$ cat config.mk
export PLATFORM = sky130hd
export DESIGN_NAME = bch15_decoder_ctrl_flat
export DESIGN_NICKNAME = d
export VERILOG_FILES = /design/src/rtl/bch_pkg.sv /design/src/rtl/bch15_decoder_ctrl_if.sv /design/src/rtl/bch15_decoder_ctrl_gf.sv /design/src/rtl/bch15_decoder_ctrl.sv /design/src/flat_wrapper.sv
export SDC_FILE = /design/constraint.sdc
export NUM_CORES = 1
export LEC_CHECK = 0
export BUFFER_PORTS_ARGS = -buffer_cell sky130_fd_sc_hd__buf_4
export CAP_MARGIN = 10
export CORE_AREA = 2 2 145 147
export DETAILED_ROUTE_END_ITERATION = 12
export DIE_AREA = 0 0 147 149
export GPL_ROUTABILITY_DRIVEN = 0
export PLACE_DENSITY = 0.63
export SYNTH_ARGS = -nofsm -noshare
export SYNTH_HDL_FRONTEND = slang
export SYNTH_SLANG_ARGS = --single-unit
$ cat constraint.sdc
create_clock -name clk -period 12.4 [get_ports clk]
set_clock_uncertainty 0.05 [all_clocks]
set_input_delay 1.86 -clock clk [delete_from_list [all_inputs] [get_ports clk]]
set_output_delay 1.86 -clock clk [all_outputs]
set_load 0.02 [all_outputs]
$ cat src/rtl/bch_pkg.sv
// Shared constants, FSM encoding and GF(16) arithmetic (primitive polynomial x^4+x+1)
// for the BCH(15,7) t=2 decoder.
package bch_pkg;

    localparam int N = 15;
    localparam int K = 7;
    localparam int T = 2;

    typedef enum logic [2:0] {
        IDLE  = 3'd0,
        SYND  = 3'd1,
        KEY   = 3'd2,
        CHIEN = 3'd3,
        DONE  = 3'd4
    } state_t;

    typedef logic [3:0] gf_t;

    localparam gf_t ALPHA   = 4'h2;
    localparam gf_t ALPHA3  = 4'h8;
    localparam gf_t ALPHA13 = 4'hD;
    localparam gf_t ALPHA14 = 4'h9;

    function automatic gf_t antilog_table(input logic [3:0] e);
        gf_t v;
        case (e)
            4'd0:    v = 4'h1;
            4'd1:    v = 4'h2;
            4'd2:    v = 4'h4;
            4'd3:    v = 4'h8;
            4'd4:    v = 4'h3;
            4'd5:    v = 4'h6;
            4'd6:    v = 4'hC;
            4'd7:    v = 4'hB;
            4'd8:    v = 4'h5;
            4'd9:    v = 4'hA;
            4'd10:   v = 4'h7;
            4'd11:   v = 4'hE;
            4'd12:   v = 4'hF;
            4'd13:   v = 4'hD;
            4'd14:   v = 4'h9;
            default: v = 4'h1;  // exponent 15 wraps to alpha^0
        endcase
        return v;
    endfunction

    // log(0) is undefined; callers test for zero before using the result.
    function automatic logic [3:0] log_table(input gf_t v);
        logic [3:0] e;
        case (v)
            4'h1:    e = 4'd0;
            4'h2:    e = 4'd1;
            4'h3:    e = 4'd4;
            4'h4:    e = 4'd2;
            4'h5:    e = 4'd8;
            4'h6:    e = 4'd5;
            4'h7:    e = 4'd10;
            4'h8:    e = 4'd3;
            4'h9:    e = 4'd14;
            4'hA:    e = 4'd9;
            4'hB:    e = 4'd7;
            4'hC:    e = 4'd6;
            4'hD:    e = 4'd13;
            4'hE:    e = 4'd11;
            4'hF:    e = 4'd12;
            default: e = 4'd0;
        endcase
        return e;
    endfunction

    function automatic gf_t gf_mult(input gf_t a, input gf_t b);
        logic [4:0] s;
        if (a == 4'h0 || b == 4'h0) return 4'h0;
        s = {1'b0, log_table(a)} + {1'b0, log_table(b)};
        if (s >= 5'd15) s = s - 5'd15;
        return antilog_table(s[3:0]);
    endfunction

    function automatic gf_t gf_div(input gf_t a, input gf_t b);
        logic [4:0] s;
        if (a == 4'h0 || b == 4'h0) return 4'h0;
        s = {1'b0, log_table(a)} + 5'd15 - {1'b0, log_table(b)};
        if (s >= 5'd15) s = s - 5'd15;
        return antilog_table(s[3:0]);
    endfunction

    function automatic gf_t gf_pow(input gf_t a, input int n);
        int e;
        if (n == 0) return 4'h1;
        if (a == 4'h0) return 4'h0;
        e = (int'(log_table(a)) * n) % 15;
        return antilog_table(4'(e));
    endfunction

endpackage

$ cat src/rtl/bch15_decoder_ctrl_if.sv
// Word-in / result-out bundle of the BCH(15,7) decoder.
// Both directions use valid/ready: a transfer happens on a rising clock edge where
// valid and ready are both high; the source holds valid and payload stable until then.
interface bch15_decoder_ctrl_if;
    logic        in_valid;
    logic        in_ready;
    logic [14:0] in_data;
    logic        out_valid;
    logic        out_ready;
    logic [14:0] out_data;
    logic [1:0]  out_err_cnt;
    logic        out_fail;

    modport master (
        output in_valid, in_data, out_ready,
        input  in_ready, out_valid, out_data, out_err_cnt, out_fail
    );

    modport slave (
        input  in_valid, in_data, out_ready,
        output in_ready, out_valid, out_data, out_err_cnt, out_fail
    );
endinterface

$ cat src/rtl/bch15_decoder_ctrl_gf.sv
// Combinational GF(16) multiplier and divider shared by the decoder datapath.
module gf_multiplier
    import bch_pkg::*;
(
    input  gf_t a_i,
    input  gf_t b_i,
    output gf_t p_o
);
    assign p_o = gf_mult(a_i, b_i);
endmodule

// A zero divisor yields zero; the decoder never relies on that value.
module gf_divider
    import bch_pkg::*;
(
    input  gf_t a_i,
    input  gf_t b_i,
    output gf_t q_o
);
    assign q_o = gf_div(a_i, b_i);
endmodule

$ cat src/rtl/bch15_decoder_ctrl.sv
// Sequential BCH(15,7) t=2 decoder: serial syndromes, Peterson solve, serial Chien
// search, then holds the corrected word until the consumer takes it.
module bch15_decoder_ctrl
    import bch_pkg::*;
(
    input  logic                 clk,
    input  logic                 rst,
    bch15_decoder_ctrl_if.slave  bus,
    output state_t               dbg_state_o
);

    state_t      state_q, state_d;
    logic [14:0] raw_q, raw_d;
    logic [14:0] cor_q, cor_d;
    gf_t         s1_q, s1_d;
    gf_t         s3_q, s3_d;
    gf_t         sigma1_q, sigma1_d;
    gf_t         sigma2_q, sigma2_d;
    gf_t         t1_q, t1_d;
    gf_t         t2_q, t2_d;
    logic [1:0]  deg_q, deg_d;
    logic        fail_q, fail_d;
    logic [3:0]  cnt_q, cnt_d;
    logic [3:0]  j_q, j_d;
    logic [1:0]  roots_q, roots_d;
    logic [14:0] out_data_q, out_data_d;
    logic [1:0]  out_err_cnt_q, out_err_cnt_d;
    logic        out_fail_q, out_fail_d;

    gf_t s1_sq, s1_cube, sigma2_quot, t1_next, t2_next;

    gf_multiplier u_s1_sq   (.a_i(s1_q),  .b_i(s1_q),    .p_o(s1_sq));
    gf_multiplier u_s1_cube (.a_i(s1_sq), .b_i(s1_q),    .p_o(s1_cube));
    gf_divider    u_sigma2  (.a_i(s3_q ^ s1_cube), .b_i(s1_q), .q_o(sigma2_quot));
    gf_multiplier u_t1_step (.a_i(t1_q),  .b_i(ALPHA14), .p_o(t1_next));
    gf_multiplier u_t2_step (.a_i(t2_q),  .b_i(ALPHA13), .p_o(t2_next));

    always_ff @(posedge clk or negedge rst) begin
        if (!rst) begin
            state_q       <= IDLE;
            raw_q         <= '0;
            cor_q         <= '0;
            s1_q          <= '0;
            s3_q          <= '0;
            sigma1_q      <= '0;
            sigma2_q      <= '0;
            t1_q          <= '0;
            t2_q          <= '0;
            deg_q         <= '0;
            fail_q        <= 1'b0;
            cnt_q         <= '0;
            j_q           <= '0;
            roots_q       <= '0;
            out_data_q    <= '0;
            out_err_cnt_q <= '0;
            out_fail_q    <= 1'b0;
        end else begin
            state_q       <= state_d;
            raw_q         <= raw_d;
            cor_q         <= cor_d;
            s1_q          <= s1_d;
            s3_q          <= s3_d;
            sigma1_q      <= sigma1_d;
            sigma2_q      <= sigma2_d;
            t1_q          <= t1_d;
            t2_q          <= t2_d;
            deg_q         <= deg_d;
            fail_q        <= fail_d;
            cnt_q         <= cnt_d;
            j_q           <= j_d;
            roots_q       <= roots_d;
            out_data_q    <= out_data_d;
            out_err_cnt_q <= out_err_cnt_d;
            out_fail_q    <= out_fail_d;
        end
    end

    always_comb begin
        state_d       = state_q;
        raw_d         = raw_q;
        cor_d         = cor_q;
        s1_d          = s1_q;
        s3_d          = s3_q;
        sigma1_d      = sigma1_q;
        sigma2_d      = sigma2_q;
        t1_d          = t1_q;
        t2_d          = t2_q;
        deg_d         = deg_q;
        fail_d        = fail_q;
        cnt_d         = cnt_q;
        j_d           = j_q;
        roots_d       = roots_q;
        out_data_d    = out_data_q;
        out_err_cnt_d = out_err_cnt_q;
        out_fail_d    = out_fail_q;

        case (state_q)
            IDLE: begin
                if (bus.in_valid) begin
                    raw_d   = bus.in_data;
                    cor_d   = bus.in_data;
                    s1_d    = '0;
                    s3_d    = '0;
                    cnt_d   = 4'(N - 1);
                    state_d = SYND;
                end
            end

            // Horner evaluation of r(alpha) and r(alpha^3), highest-order bit first.
            SYND: begin
                s1_d = gf_mult(s1_q, ALPHA)  ^ {3'b000, raw_q[cnt_q]};
                s3_d = gf_mult(s3_q, ALPHA3) ^ {3'b000, raw_q[cnt_q]};
                if (cnt_q == 4'd0) begin
                    state_d = KEY;
                end else begin
                    cnt_d = cnt_q - 4'd1;
                end
            end

            KEY: begin
                sigma1_d = s1_q;
                sigma2_d = '0;
                deg_d    = 2'd0;
                fail_d   = 1'b0;
                if (s1_q == 4'h0) begin
                    fail_d = (s3_q != 4'h0);
                end else if (s3_q == s1_cube) begin
                    deg_d = 2'd1;
                end else begin
                    sigma2_d = sigma2_quot;
                    deg_d    = 2'(T);
                end
                t1_d    = s1_q;
                t2_d    = sigma2_d;
                j_d     = '0;
                roots_d = '0;
                state_d = CHIEN;
            end

            // sigma(alpha^-j) == 0 marks an error at bit j.
            CHIEN: begin
                if ((4'h1 ^ t1_q ^ t2_q) == 4'h0) begin
                    cor_d   = cor_q ^ (15'(1) << j_q);
                    roots_d = (roots_q == 2'd3) ? 2'd3 : roots_q + 2'd1;
                end
                t1_d = t1_next;
                t2_d = t2_next;
                if (j_q == 4'(N - 1)) begin
                    state_d = DONE;
                    if (fail_q || (roots_d != deg_q)) begin
                        out_data_d    = raw_q;
                        out_err_cnt_d = 2'd0;
                        out_fail_d    = 1'b1;
                    end else begin
                        out_data_d    = cor_d;
                        out_err_cnt_d = deg_q;
                        out_fail_d    = 1'b0;
                    end
                end else begin
                    j_d = j_q + 4'd1;
                end
            end

            DONE: begin
                if (bus.out_ready) begin
                    state_d = IDLE;
                end
            end

            default: state_d = IDLE;
        endcase
    end

    assign bus.in_ready    = (state_q == IDLE);
    assign bus.out_valid   = (state_q == DONE);
    assign bus.out_data    = out_data_q;
    assign bus.out_err_cnt = out_err_cnt_q;
    assign bus.out_fail    = out_fail_q;
    assign dbg_state_o     = state_q;

endmodule

$ cat src/flat_wrapper.sv
// flat-port wrapper written by rule: the top's interface ports become plain ports
module bch15_decoder_ctrl_flat import bch_pkg::*;
  (clk, rst, dbg_state_o, bus_in_valid, bus_in_data, bus_out_ready, bus_in_ready, bus_out_valid, bus_out_data, bus_out_err_cnt, bus_out_fail);
  bch15_decoder_ctrl_if bus_i ();
  input  logic clk;
  input  logic rst;
  output state_t dbg_state_o;
  input wire logic [$bits(bus_i.in_valid)-1:0] bus_in_valid;
  input wire logic [$bits(bus_i.in_data)-1:0] bus_in_data;
  input wire logic [$bits(bus_i.out_ready)-1:0] bus_out_ready;
  output wire logic [$bits(bus_i.in_ready)-1:0] bus_in_ready;
  output wire logic [$bits(bus_i.out_valid)-1:0] bus_out_valid;
  output wire logic [$bits(bus_i.out_data)-1:0] bus_out_data;
  output wire logic [$bits(bus_i.out_err_cnt)-1:0] bus_out_err_cnt;
  output wire logic [$bits(bus_i.out_fail)-1:0] bus_out_fail;
  assign bus_i.in_valid = bus_in_valid;
  assign bus_i.in_data = bus_in_data;
  assign bus_i.out_ready = bus_out_ready;
  assign bus_in_ready = bus_i.in_ready;
  assign bus_out_valid = bus_i.out_valid;
  assign bus_out_data = bus_i.out_data;
  assign bus_out_err_cnt = bus_i.out_err_cnt;
  assign bus_out_fail = bus_i.out_fail;
  bch15_decoder_ctrl u_core (.clk(clk), .rst(rst), .bus(bus_i), .dbg_state_o(dbg_state_o));
endmodule
==> impl_metrics.tcl <==
set metrics [dict create \
    synth-edff-count 0 \
    reg2reg_to "u_core.t2_q[0]" \
    grt_max_degree 81 \
    ys.flop_type "dfrtp_1" \
    critical_path_class "flop to flop" \
    cts_tree "done" \
    clock_tree.buffer_depth 2 \
    finalHoldViolations 0 \
    insertion_delay_ns 0.34 \
    die-area_mm2 0.0219 \
    clock-root-buffer "clkbuf_16" \
    cpMostUsedCell "ha_1" \
    rrSetupSlack_ns 1.59 \
    final_antenna_net_count 0 \
    fin_ws_ns 1.59 \
    worst_hold_slack_ns 0.430 \
    cp_max_fo 17 \
    cts.sinks 80 \
    clk_pin_slew_worst_paths_ns 0.07 \
    ys_top_cells_by_area "dfrtp_1, ha_1, nand2_1, mux4_2, mux2i_1" \
    drt_iter0_markers 373 \
    rr_worst_depth 42 \
    grt_pass1_vias 6395 \
    wl_per_cell_um 14.7 \
    timing_worst_slew_pin_value_ns 1.03 \
    finish.net_count 1090 \
    drv_slew 0 \
    synthesis.instances 973 \
    fp.dieW_um 147 \
    cp_data_required_time_ns 12.57 \
    rsz0062_at_grt "false" \
    dr_total_vias 6825 \
    endpoint_kind "flop" \
    drive_above_1_share 0.110 \
    whs_endpoint "u_core.bus.out_data[13]" \
    tns_ns 0 \
    synthToLayoutAreaGrowth_pct 10.1 \
    final_cell_area_mm2 0.00884 \
    setup_viol 0 \
    synth_cell_types 89 \
    holdPathStages 2 \
    r2r_start "u_core.s1_q[0]" \
    cpMaxStageDelayCell "fa_1" \
    yosys.cell_count.top_type "nand2_1" \
    async_reset_ff_frac 1.00 \
    final.min_clock_period_ns 10.81 \
    synth-seq-cells 80 \
    num_io_pins 42 \
    yosysTopAreaCell "dfrtp_1" \
    critPathArrivalTime_ns 10.98 \
    overflow 0 \
    ys_seq_area_frac 0.249 \
    fmax_mhz 92.5 \
    startpoint_type "flop" \
    synth_top_area_frac 0.249 \
    ys_top_cells_by_count "nand2_1, ha_1, dfrtp_1" \
    netlist_area_mm2 0.00802 \
    dp.final_hpwl_um 13900 \
    antenna_found_initial 0 \
    htreeDepth 3 \
    rows 53 \
    slew_headroom 0.310 \
    antennaDiodeCount 0 \
    start_util 0.390 \
    worstHoldPathType "flop to flop" \
    dpl_worst_slack_ns 1.71 \
    avgSynthCellArea_um2 8.25 \
    dpl_cell_area_mm2 0.00850 \
    wl_um 18500 \
    cts_setup_buffers 0 \
    coreArea_mm2 0.0206 \
    grt_pass1_wl_um 31500 \
    status "finished clean" \
    post-route-period-util 0.872 \
    first_pass_iters 4 \
    cp_slowest_stage_delay_ns 0.70 \
    drc 0 \
    holdBufCountCts 0 \
    yosys_warnings 0 \
    portBuffers 41 \
    synthesis.nets 1082 \
    postCtsResizedCells 0 \
    viasPerCell 5.41 \
    cts_made_buffers 9 \
    drv_cap 0 \
    hold_start "u_core.bus.out_data[13]" \
    grtUsageTotal 0.172 \
    die_y_um 149 \
]
-- cell usage in the layout, fill, tap and decap left out, drive strengths merged, types with 4 or more instances in the layout --
cell type	Yosys	layout
a211o	4	4
a211oi	10	10
a21o	7	7
a21oi	60	60
a221o	5	5
a221oi	6	6
a31o	5	5
a31oi	21	21
a32o	6	6
and2	10	10
and3	9	9
buf	7	44
clkbuf	40	10
dfrtp	80	80
ha	88	88
inv	70	73
mux2	6	6
mux2i	32	32
mux4	15	15
nand2	157	157
nand2b	11	11
nand3	29	29
nand4	4	4
nor2	66	66
nor2b	11	11
nor3	13	13
nor4	9	9
o211ai	11	11
o21a	4	4
o21ai	60	60
o22ai	4	4
o311ai	4	4
o31ai	4	4
or2	6	6
or3	7	7
xnor2	37	37
xor2	12	12
-- area by class of cell --
type / instances / area, um^2
Timing Repair Buffer: 44 / 330
Tap cell: 275 / 344
Clock inverter: 6 / 97.6
Multi-Input combinational cell: 775 / 5560
Sequential cell: 80 / 2000
Clock buffer: 10 / 239
Fill cell: 2084 / 11700
Inverter: 71 / 267
-- metal layers --
metal / global-route usage / share of wire / wire length, um
met1: 0.231 / 0.48 / 8810
met2: 0.300 / 0.49 / 8990
met3: 0.0245 / 0.030 / 546
met4: 0.0327 / 0.0090 / 166
met5: 0 / 0 / 0
-- kinds of logic (layout without fill, tap and decap cells) --
family,count (synthesis),after routing,synth area share
AND/OR/NAND/NOR,346,346,0.200
AO/OA/AOI/OAI,237,237,0.203
buffers and inverters,118,131,0.0580
adder cells (fa/ha/maj),90,90,0.142
flip-flops,80,80,0.249
multiplexers,53,53,0.0904
XOR/XNOR,49,49,0.0568
-- worst max-delay path: cells and delay by family (launching register included) --
kind,cells,cell delay [ns]
xor+xnor,2,0.75
flops,1,0.47
compound gates,13,3.20
simple gates,7,0.79
fa+ha+maj,10,3.50
buf+inv,6,0.92
mux,4,1.00
-- worst max path at each step --
stage          slack (ns)             end  cells after the start            from
6_report             1.59  u_core.t2_q[0]                     42  u_core.s1_q[0]
5_1_grt              0.78  u_core.t2_q[0]                     42  u_core.s1_q[0]
4_1_cts              1.67  u_core.t2_q[0]                     42  u_core.s1_q[0]
3_5_place_dp         1.71  u_core.t2_q[0]                     42  u_core.s1_q[0]
3_3_place_gp         2.01  u_core.t2_q[0]                     40  u_core.s1_q[0]
2_1_floorplan        2.83  u_core.t2_q[0]                     42  u_core.s1_q[0]
-- per-stage QoR --
step / util / cells
final: 0.430 / 1261
after global placement: 0.413 / 1245
after floorplan: - / 973
after global routing: 0.430 / 1261
after detailed placement: 0.413 / 1245
after CTS: 0.430 / 1261
-- flip-flops by register name, indices dropped and copies added, names as in the netlist --
name and count:
u_core.dbg_state_o 3, u_core.t1_q 4, u_core.roots_q 2, u_core.cor_q 15, u_core.j_q 4, u_core.bus.out_data 15
u_core.fail_q 1, u_core.raw_q 15, u_core.s1_q 4, u_core.deg_q 2, u_core.t2_q 4, u_core.bus.out_err_cnt 2
u_core.cnt_q 4, u_core.bus.out_fail 1, u_core.s3_q 4
Power is not shown: default switching activity piles up to over one toggle a cycle in this logic, so the estimate is an artifact.
